## src/rtl/mem_port_arbiter.sv

```systemverilog
// Arbitrates one single-ported memory between the fetch (i_*) and data (d_*) requesters, one transaction at a time.
// Build option: define ARB_ROUND_ROBIN_EN for alternating tie-break; default is fixed priority with data winning ties.
module mem_port_arbiter #(
  parameter int AW      = 32,
  parameter int DW      = 32,
  parameter int TIMEOUT = 16
) (
  input  logic          clk,
  input  logic          rst_n,
  input  logic          i_req,
  input  logic [AW-1:0] i_addr,
  output logic          i_ack,
  output logic          i_err,
  output logic [DW-1:0] i_rdata,
  input  logic          d_req,
  input  logic          d_we,
  input  logic [AW-1:0] d_addr,
  input  logic [DW-1:0] d_wdata,
  output logic          d_ack,
  output logic          d_err,
  output logic [DW-1:0] d_rdata,
  output logic          mem_req,
  output logic          mem_we,
  output logic [AW-1:0] mem_addr,
  output logic [DW-1:0] mem_wdata,
  input  logic          mem_gnt,
  input  logic          mem_rvalid,
  input  logic [DW-1:0] mem_rdata,
  output logic [1:0]    dbg_state_o,
  output logic          dbg_last_grant_o
);

  // Handshakes: a requester holds req and its address/data until its one-cycle ack;
  // mem_req is held until the cycle mem_gnt is seen; mem_rvalid is honoured only in RESP.
  typedef enum logic [1:0] {
    S_IDLE = 2'd0,
    S_REQ  = 2'd1,
    S_RESP = 2'd2,
    S_ACK  = 2'd3
  } state_e;

  // Wide enough to hold TIMEOUT, which is reached when grant arrives on the last allowed cycle.
  localparam int CW = $clog2(TIMEOUT + 1);
  localparam logic [CW-1:0] CNT_LAST = CW'(TIMEOUT - 1);

  state_e        state_q, state_d;
  logic [CW-1:0] cnt_q, cnt_d;
  logic          win_q, win_d;       // 1 = data port owns the transaction
  logic          last_q, last_d;     // 1 = data port won most recently
  logic          mem_req_q, mem_req_d;
  logic          mem_we_q, mem_we_d;
  logic [AW-1:0] mem_addr_q, mem_addr_d;
  logic [DW-1:0] mem_wdata_q, mem_wdata_d;
  logic          i_ack_q, i_ack_d, i_err_q, i_err_d;
  logic          d_ack_q, d_ack_d, d_err_q, d_err_d;
  logic [DW-1:0] i_rdata_q, i_rdata_d, d_rdata_q, d_rdata_d;

  logic tie_data;
  logic pick_data;
  logic timed_out;
  logic done;
  logic fail;

`ifdef ARB_ROUND_ROBIN_EN
  assign tie_data = ~last_q;
`else
  assign tie_data = 1'b1;
`endif

  assign pick_data = d_req & (~i_req | tie_data);
  assign timed_out = (cnt_q >= CNT_LAST);

  always_comb begin
    state_d     = state_q;
    cnt_d       = cnt_q;
    win_d       = win_q;
    last_d      = last_q;
    mem_req_d   = mem_req_q;
    mem_we_d    = mem_we_q;
    mem_addr_d  = mem_addr_q;
    mem_wdata_d = mem_wdata_q;
    i_rdata_d   = i_rdata_q;
    d_rdata_d   = d_rdata_q;
    i_ack_d     = 1'b0;
    i_err_d     = 1'b0;
    d_ack_d     = 1'b0;
    d_err_d     = 1'b0;
    done        = 1'b0;
    fail        = 1'b0;

    case (state_q)
      S_IDLE: begin
        if (i_req || d_req) begin
          state_d     = S_REQ;
          cnt_d       = '0;
          win_d       = pick_data;
          last_d      = pick_data;
          mem_req_d   = 1'b1;
          mem_we_d    = pick_data & d_we;
          mem_addr_d  = pick_data ? d_addr : i_addr;
          // Fetch has no store data; drive zeros rather than stale data-port values.
          mem_wdata_d = pick_data ? d_wdata : '0;
        end
      end
      S_REQ: begin
        cnt_d = cnt_q + CW'(1);
        if (mem_gnt) begin
          mem_req_d = 1'b0;
          if (mem_we_q) done = 1'b1;
          else          state_d = S_RESP;
        end else if (timed_out) begin
          mem_req_d = 1'b0;
          fail      = 1'b1;
        end
      end
      S_RESP: begin
        cnt_d = cnt_q + CW'(1);
        if (mem_rvalid) begin
          done = 1'b1;
          if (win_q) d_rdata_d = mem_rdata;
          else       i_rdata_d = mem_rdata;
        end else if (timed_out) begin
          fail = 1'b1;
        end
      end
      S_ACK:   state_d = S_IDLE;
      default: state_d = S_IDLE;
    endcase

    if (done || fail) begin
      state_d = S_ACK;
      i_ack_d = ~win_q;
      d_ack_d = win_q;
      i_err_d = fail & ~win_q;
      d_err_d = fail & win_q;
    end
    if (fail) begin
      if (win_q) d_rdata_d = '0;
      else       i_rdata_d = '0;
    end
  end

  always_ff @(posedge clk) begin
    if (!rst_n) begin
      state_q     <= S_IDLE;
      cnt_q       <= '0;
      win_q       <= 1'b0;
      last_q      <= 1'b0;
      mem_req_q   <= 1'b0;
      mem_we_q    <= 1'b0;
      mem_addr_q  <= '0;
      mem_wdata_q <= '0;
      i_ack_q     <= 1'b0;
      i_err_q     <= 1'b0;
      d_ack_q     <= 1'b0;
      d_err_q     <= 1'b0;
      i_rdata_q   <= '0;
      d_rdata_q   <= '0;
    end else begin
      state_q     <= state_d;
      cnt_q       <= cnt_d;
      win_q       <= win_d;
      last_q      <= last_d;
      mem_req_q   <= mem_req_d;
      mem_we_q    <= mem_we_d;
      mem_addr_q  <= mem_addr_d;
      mem_wdata_q <= mem_wdata_d;
      i_ack_q     <= i_ack_d;
      i_err_q     <= i_err_d;
      d_ack_q     <= d_ack_d;
      d_err_q     <= d_err_d;
      i_rdata_q   <= i_rdata_d;
      d_rdata_q   <= d_rdata_d;
    end
  end

  assign i_ack            = i_ack_q;
  assign i_err            = i_err_q;
  assign i_rdata          = i_rdata_q;
  assign d_ack            = d_ack_q;
  assign d_err            = d_err_q;
  assign d_rdata          = d_rdata_q;
  assign mem_req          = mem_req_q;
  assign mem_we           = mem_we_q;
  assign mem_addr         = mem_addr_q;
  assign mem_wdata        = mem_wdata_q;
  assign dbg_state_o      = state_q;
  assign dbg_last_grant_o = last_q;

endmodule

```

## config.mk

```make
export PLATFORM = sky130hd
export DESIGN_NAME = mem_port_arbiter
export DESIGN_NICKNAME = d
export VERILOG_FILES = /design/src/rtl/mem_port_arbiter.sv
export SDC_FILE = /design/constraint.sdc
export NUM_CORES = 1
export LEC_CHECK = 0
export ABC_AREA = 1
export ABC_CLOCK_PERIOD_IN_PS = 4200
export CORE_MARGIN = 10
export CORE_UTILIZATION = 28
export DETAILED_ROUTE_END_ITERATION = 10
export GPL_TIMING_DRIVEN = 0
export PLACE_DENSITY = 0.62
export SYNTH_ARGS = -nofsm -noshare
export SYNTH_HDL_FRONTEND = slang
export SYNTH_SLANG_ARGS = --single-unit
```

## constraint.sdc

```tcl
create_clock -name clk -period 4.2 [get_ports clk]
set_input_delay 0.42 -clock clk [delete_from_list [all_inputs] [get_ports clk]]
set_output_delay 0.42 -clock clk [all_outputs]
set_load 0.03 [all_outputs]
```

==> impl_metrics.py <==
metrics = {
    "status": {
        "status": "complete, no violations",
    },
    "clock_network": {
        "path_clk_slew_ns": 0.06,
        "post_cts_buffers": 0,
        "cts_tree": "done",
        "cts-root-buf": "clkbuf_16",
        "clk_latency_ns": 0.42,
        "cts_resized": 0,
        "numClockSinks": 142,
        "cts_hold_buf": 0,
        "clockBufferDepth": 2,
        "htreeDepth": 4,
        "numCtsBuffers": 17,
    },
    "critical_path": {
        "path_delay_family": "buffers and inverters",
        "crit_slowest_cell": "clkdlybuf4s50_1",
        "cp_max_fo": 6,
        "crit_type": "reg -> out",
        "endpoint_kind": "primary output",
        "crit_buf_inv": 1,
        "path_cells": "clkdlybuf4s50_1",
        "slowest_delay_ns": 0.75,
        "cp.arrival_ns": 1.62,
        "start_kind": "flop",
        "critPathRequiredTime_ns": 3.78,
    },
    "floorplanning": {
        "fp.dieW_um": 167,
        "die-area_um2": 27800,
        "coreArea_um2": 21100,
        "fp.dieH_um": 167,
        "io_pins": 272,
        "row_count": 53,
        "start_util_pct": 28.6,
    },
    "finish": {
        "layout-drive-gt1-share_pct": 7.36,
        "fillers": 2126,
        "area_growth_pct": 60.0,
        "fin_nets": 1188,
        "finalNonFillerCells": 1336,
    },
    "global_route": {
        "grt_pass1_vias": 5740,
        "globalRouteMet1Util_pct": 16.4,
        "use_met2_pct": 24.7,
        "grt_overflow": 0,
        "grt_max_degree": 17,
        "antenna_found_initial": 1,
        "grt_first_pass_wirelength_um": 32400,
        "grt_use_met3_pct": 5.70,
        "busiest_layer": "met2",
        "grt.total_usage_pct": 14.5,
    },
    "sta": {
        "fmax_mhz": 490,
        "clock-skew-final_ns": 0.0115,
        "finalMaxSlewViolations": 0,
        "finalSetupTns_ns": 0,
        "period_needed_ns": 2.04,
        "rsz0062_at_grt": "false",
        "max_slew.worst_pin.slew_ns": 0.611,
        "finalCritPeriodShare_pct": 48.6,
        "max_slew_margin_pct": 59.3,
        "final_hold_viol_count": 0,
        "setup-violations-final": 0,
    },
    "pwr": {
        "total_leakage_power_nw": 4.84,
        "share_seq_of_total_power_pct": 32.8,
        "comb_power_share_pct": 38.5,
        "p_per_area_nw_per_um2": 527,
        "p_int_w": 0.00311,
        "p_clk_share_pct": 28.7,
        "p_sw_share_pct": 38.8,
        "peakVddDrop_uv": 284,
        "p_sw_w": 0.00198,
    },
    "yosys": {
        "synthTopCellsByArea": "dfxtp_1 47%, mux2i_1 11%, inv_1 8.8%",
        "synth_common_cells": "142 x dfxtp_1, 141 x inv_1, 104 x a21oi_1, 89 x nand2_1, 64 x mux2i_1",
        "syn_inst": 758,
        "syn-cell-area_um2": 6040,
        "synth_edf_count": 0,
        "synth-seq-cells": 142,
        "yosysTopAreaCellShare_pct": 47.1,
        "avgSynthCellArea_um2": 7.96,
        "syn_nets": 899,
        "synth_cell_types": 26,
        "synth_ff_type": "dfxtp_1",
        "synth_simple_gate_area_share_pct": 16.1,
        "muxShareOfSynthArea_pct": 10.6,
        "synth_top_family_by_area": "simple AND/OR/NAND/NOR gates",
        "synth_fa_ha_area_share_pct": 1.24,
        "synthXorXnorAreaFrac_pct": 0,
        "yosysSeqAreaShare_pct": 47.1,
        "ys_warn_count": 0,
        "async_flop_share_pct": 0,
        "synth.most_common_cell": "dfxtp_1",
        "synth_compound_area_share_pct": 12.3,
        "synth.largest_area_cell": "dfxtp_1",
    },
    "worst_hold_path": {
        "hold_class": "reg -> reg",
    },
    "routing": {
        "via_per_inst": 4.25,
        "dr.first_iter.drc_count": 228,
        "routed_wirelength_um": 21000,
        "wl_per_cell_um": 15.7,
        "drc": 0,
        "dr_total_vias": 5675,
        "ant_nets": 0,
        "first_pass_iters": 4,
    },
    "placement": {
        "dp_hpwl_um": 16200,
        "placed_cells": 1303,
        "place_congestion": 0.775,
        "numPortBuffers": 270,
    },
    "run": {
        "maxCapViolations": 0,
    },
}
[layer usage]
metal | share of wire, % | wire length, um | up-vias
li1 | - | - | 2973
met1 | 43 | 9110 | 2519
met2 | 48 | 10100 | 168
met3 | 7.8 | 1630 | 15
met4 | 1.1 | 222 | 0
met5 | 0 | 0 | -
[final timing paths]
kind / startpoint / to / slack (ns) / cells after the start
worst max-delay path: dbg_last_grant_o / dbg_last_grant_o / 2.16 / 1
worst min register to register: mem_req / mem_req / 0.45 / 2
worst max register to register: dbg_state_o[0] / d_rdata[19] / 2.26 / 9
worst min-delay path: mem_req / mem_req / 0.45 / 2
[power by group through the flow]
stage	Clock [W]	Sequential [W]	Combinational (W)
CTS	0.00151	0.00167	0.00199
finish	0.00146	0.00167	0.00196
detailed placement	0	0.00169	0.00198
global placement	0	0.00169	0.00198
floorplan	0	0.00206	0.000796
global route	0.00156	0.00169	0.00215
[area by class of cell]
cell class                      count  area, um2  area share, %
Multi-Input combinational cell    429       2430           25.1
Inverter                          143        537           5.56
Clock inverter                     15        146           1.52
Clock buffer                       17        425           4.40
Sequential cell                   142       2840           29.4
Tap cell                          275        344           3.56
Timing Repair Buffer              270       2700           28.0
Antenna cell                        1       2.50         0.0259
Buffer                             44        229           2.37
[state kept, by name (all words and copies together), names as in the netlist, 2 cells and up]
register	flops
cnt_q	5
mem_addr	32
dbg_state_o	2
d_rdata	32
mem_wdata	32
i_rdata	32
[tightest hold or removal path, stage by stage (launching register included)]
cell and delay, ns:
dfxtp_1 0.31, inv_1 0.05, a21oi_1 0.05
[cell usage in the layout, fill, tap and decap left out, drive strengths merged]
master / n
clkbuf: 35
buf: 26
nor2: 45
nand3b: 2
inv: 152
or2: 32
clkinv: 4
mux2i: 64
ha: 6
a21oi: 105
clkdlybuf4s50: 270
nand3: 44
diode: 1
dfxtp: 142
nand2: 90
clkinvlp: 2
nand4: 2
a211oi: 2
o21ai: 37
[metrics by stage]
| step | hold WS, ns | cell area, um2 | utilization (%) | setup slack [ns] | total power, W |
|---|---|---|---|---|---|
| 2_1_floorplan | 0.459 | 6040 | - | 2.38 | 0.00286 |
| 3_3_place_gp | 0.431 | 9080 | 43.1 | 2.13 | 0.00366 |
| 3_5_place_dp | 0.437 | 9080 | 43.1 | 2.13 | 0.00367 |
| 4_1_cts | 0.454 | 9660 | 45.8 | 2.11 | 0.00517 |
| 5_1_grt | 0.481 | 9660 | 45.8 | 2.06 | 0.00540 |
| 6_report | 0.451 | 9660 | 45.8 | 2.16 | 0.00509 |
[kinds of logic after synthesis]
logic type                 Yosys count
and+or+nand+nor                    215
buffers and inverters              187
AOI/OAI and AO/OA                  144
DFF                                142
muxes                               64
adders and majority gates            6
Note: power is estimated with default switching activity, not from simulation.
==> RTL change 1 (same flow settings) <==
Change the parameter `TIMEOUT` from 16 to 64.
--- a/src/rtl/mem_port_arbiter.sv
+++ b/src/rtl/mem_port_arbiter.sv
@@ -3,7 +3,7 @@
 module mem_port_arbiter #(
   parameter int AW      = 32,
   parameter int DW      = 32,
-  parameter int TIMEOUT = 16
+  parameter int TIMEOUT = 64
 ) (
   input  logic          clk,
   input  logic          rst_n,
Behaviour: no difference found for any inputs over 4 cycles, from zero or initial values and one cycle with rst_n low; that may be too few to reach the edited logic, so the function may still have changed.
==> RTL change 1 against the original RTL <==
Setup slack worse by 0.054 ns. Power down 4.9%. Sequential share of layout area about the same. Synthesized cell count up 6.6%. Combinational power down 15%. Area after synthesis up 2.0%. Sequential cell count up 2. Maximum frequency down 2.6%. Non-clock buffer count up 6. Wire length up 4.4%. Final area up 1.3%. Largest power group is now registers. First-iteration DRC count up 33%. Clock skew up 0.0029 ns. Critical path depth unchanged.
==> RTL change 1: results (changes against the original RTL) <==
Reg power frac=0.344 (was 0.328); 1st-iter DRT viols=304 (was 228); met2 WL=9950 µm (was 10100 µm); status=completed (unchanged); first-pass GRT wire length=33900 µm (was 32400 µm); share of the yosys chip area belonging to registers=0.468 (was 0.471); Final #Nets=1236 (was 1188); Buffers on Ports=269 (was 270); DRT Wirelength=21900 µm (was 21000 µm); Syn Nets=948 (was 899); Unique masters post-synth=28 (was 26); Max VDD drop=0.270 mV (was 0.284 mV); register bit total from synthesis=144 (was 142); ranking of synthesized cells by area=dfxtp_1 (47%), mux2i_1 (10%), a21oi_1 (8.4%), nand2_1 (7.5%), inv_1 (6.9%) (was dfxtp_1 (47%), mux2i_1 (11%), inv_1 (8.8%), a21oi_1 (8.6%), nand2_1 (5.5%)); vias in the first global route=5980 (was 5740); Post-Synth Adder-Cell Area=0.0102 (was 0.0124); leak pwr=4.70 nW (was 4.84 nW); worst hold path stage count=3 (was 2); Place WS=2.22 ns (was 2.13 ns); Compound-Gate Fraction of Synth Area=0.125 (was 0.123); mean post-synth cell area=7.62 µm² (was 7.96 µm²); DP HPWL=17000 µm (was 16200 µm); Net Switching=1.73 mW (was 1.98 mW); critical path's largest stage delay=0.78 ns (was 0.75 ns); area grow syn2layout=58.9% (was 60.0%); synth cell count leaders=dfxtp_1 (144), nand2_1 (123), inv_1 (113) (was dfxtp_1 (142), inv_1 (141), a21oi_1 (104))
## RTL change 1: worst register-to-register path: cells and delay by family (launching register included)
kind	cells	cell delay, ns
AOI/OAI and AO/OA	1	0.18
adders and majority gates	1	0.27
buffers and inverters	5	0.57
DFF	1	0.39
and+or+nand+nor	4	0.35
## RTL change 1: cell families after synthesis
group           after synthesis
fa+ha+maj                     5
simple gates                279
compound gates              149
flops                       144
buf+inv                     167
mux                          64
## RTL change 1: worst paths after layout
kind,start,to,slack [ns]
max,dbg_last_grant_o,dbg_last_grant_o,2.10
min,rst_n,mem_addr[1],0.40
max reg2reg,dbg_state_o[1],i_rdata[28],2.39
min reg2reg,mem_wdata[15],mem_wdata[15],0.46
## RTL change 1: area by class of cell
type,instances,area share
sequential,144,0.295
tap,280,0.0358
multi-input combinational,497,0.265
buffer,51,0.0257
timing repair buffer,269,0.275
clock inverter,14,0.0156
clock buffer,18,0.0439
inverter,116,0.0445
antenna,1,0.000256
==> RTL change 2 (same settings) <==
Made on the original files. Make the reset (`rst_n`) asynchronous in one clocked block.
--- a/src/rtl/mem_port_arbiter.sv
+++ b/src/rtl/mem_port_arbiter.sv
@@ -140,7 +140,7 @@
     end
   end
 
-  always_ff @(posedge clk) begin
+  always_ff @(posedge clk or negedge rst_n) begin
     if (!rst_n) begin
       state_q     <= S_IDLE;
       cnt_q       <= '0;
Function: differs if rst_n is asserted again (counterexample within 4 cycles, from zero or initial values and one cycle with rst_n low); with rst_n held inactive, the same outputs for 4 cycles.
==> RTL change 2 against the original RTL <==
Worst hold slack worse by 0.44 ns. Cell count grew 17%. Sequential cell count unchanged. Wire length grew 26%. Critical path depth is 9 higher. Synthesized cell count is 23% higher. Area after synthesis increased by 18%. Clock skew increased by 0.0014 ns. Final area rose by 12%. Setup slack worse by 0.11 ns.
Power is not compared: it rests on default switching activity, and its combinational part moved more than twofold at a synthesized area within 25%.
==> RTL change 2: results (changes against the original RTL) <==
Area after DPL=10300 µm² (was 9080 µm²); routed metal-1 wirelength=10800 µm (was 9110 µm); DRT Wirelength=26500 µm (was 21000 µm); CP top delay family=simple AND/OR/NAND/NOR gates (was buffers and inverters); share of layout cells above drive strength 1=0.0543 (was 0.0736); clock skew=0.0128 ns (was 0.0115 ns); GPL Wtd Cong=0.804 (was 0.775); CP Launch Point=cnt_q[0] (was dbg_last_grant_o); GRT met2 Usage=0.259 (was 0.247); critical path peak fanout=10 (was 6); R2R setup slack=2.05 ns (was 2.26 ns); Top Layer Used=met5 (was met4); Met3 Wirelength=3430 µm (was 1630 µm); Clock transition at path regs=0.06 ns (about the same); ranking of synthesized cells by area=dfrtp_1 (50%), nand2_1 (22%), nand3b_1 (6.8%), o21ai_0 (6.4%), a31oi_1 (2.8%) (was dfxtp_1 (47%), mux2i_1 (11%), inv_1 (8.8%), a21oi_1 (8.6%), nand2_1 (5.5%)); async set-or-reset flop fraction in the synthesized netlist=1.00 (was 0); Syn Nets=1071 (was 899); status=completed (unchanged); initial antenna violation count=2 (was 1); Via-to-Cell Ratio=4.59 (was 4.25); GR Layer Usage met3=0.0836 (was 0.0570); DP HPWL=20400 µm (was 16200 µm); Tot GR Track Use=0.162 (was 0.145); synth cell count leaders=nand2_1 (414), dfrtp_1 (142), o21ai_0 (91) (was dfxtp_1 (142), inv_1 (141), a21oi_1 (104)); met2 WL=11900 µm (was 10100 µm); Place WS=2.00 ns (was 2.13 ns); met1 GRT Util=0.191 (was 0.164); Final #Nets=1362 (was 1188); Unique masters post-synth=24 (was 26); Pre-Repair DR Iteration Count=6 (was 4); Max VDD drop=0.347 mV; ANT cells=0 (was 1); vias in the first global route=7265 (was 5740); Data arrival, critical path=2.50 ns (was 1.62 ns); R2R depth=10 (was 9); slowest CP cell=clkbuf_1 (was clkdlybuf4s50_1); hold slack=0.00686 ns (was 0.451 ns); Reg-to-Reg End=d_rdata[26] (was d_rdata[19]); first-pass GRT wire length=40900 µm (was 32400 µm); worst hold path type=input pin to asynchronous set/reset pin (was flop to flop); Buffers on Ports=271 (was 270); Synth Flop Type=dfrtp_1 (was dfxtp_1); 1st-iter DRT viols=488 (was 228); placed cell count=1532 (was 1303)
RTL change 2: cell count changes after synthesis, sizes merged, moves of 32 or more:
cell / unedited run / this run
a31oi: 0 / 32
a21oi: 105 / 8
dfxtp: 142 / 0
nand3b: 2 / 64
nand2: 90 / 414
dfrtp: 0 / 142
inv: 143 / 49
o21ai: 37 / 102
mux2i: 64 / 0
nand3: 44 / 7
RTL change 2: area by class of cell:
cell class / count / area, µm²
buffer: 63 / 284
clock buffer: 17 / 425
clock inverter: 15 / 174
fill: 2592 / 14200
inverter: 49 / 184
multi-input combinational: 676 / 3090
sequential: 142 / 3550
tap: 330 / 413
timing repair buffer: 272 / 2740
RTL change 2: power breakdown:
part | internal (mW) | switching (mW)
registers | 1.98 | 0.440
logic | 1.78 | 2.84
clock network | 0.898 | 0.686
total | 4.66 | 3.97
RTL change 2: cells by family after synthesis:
group,synth area share
AOI/OAI and AO/OA,0.109
adders and majority gates,0.0106
buffers and inverters,0.0658
DFF,0.500
and+or+nand+nor,0.315
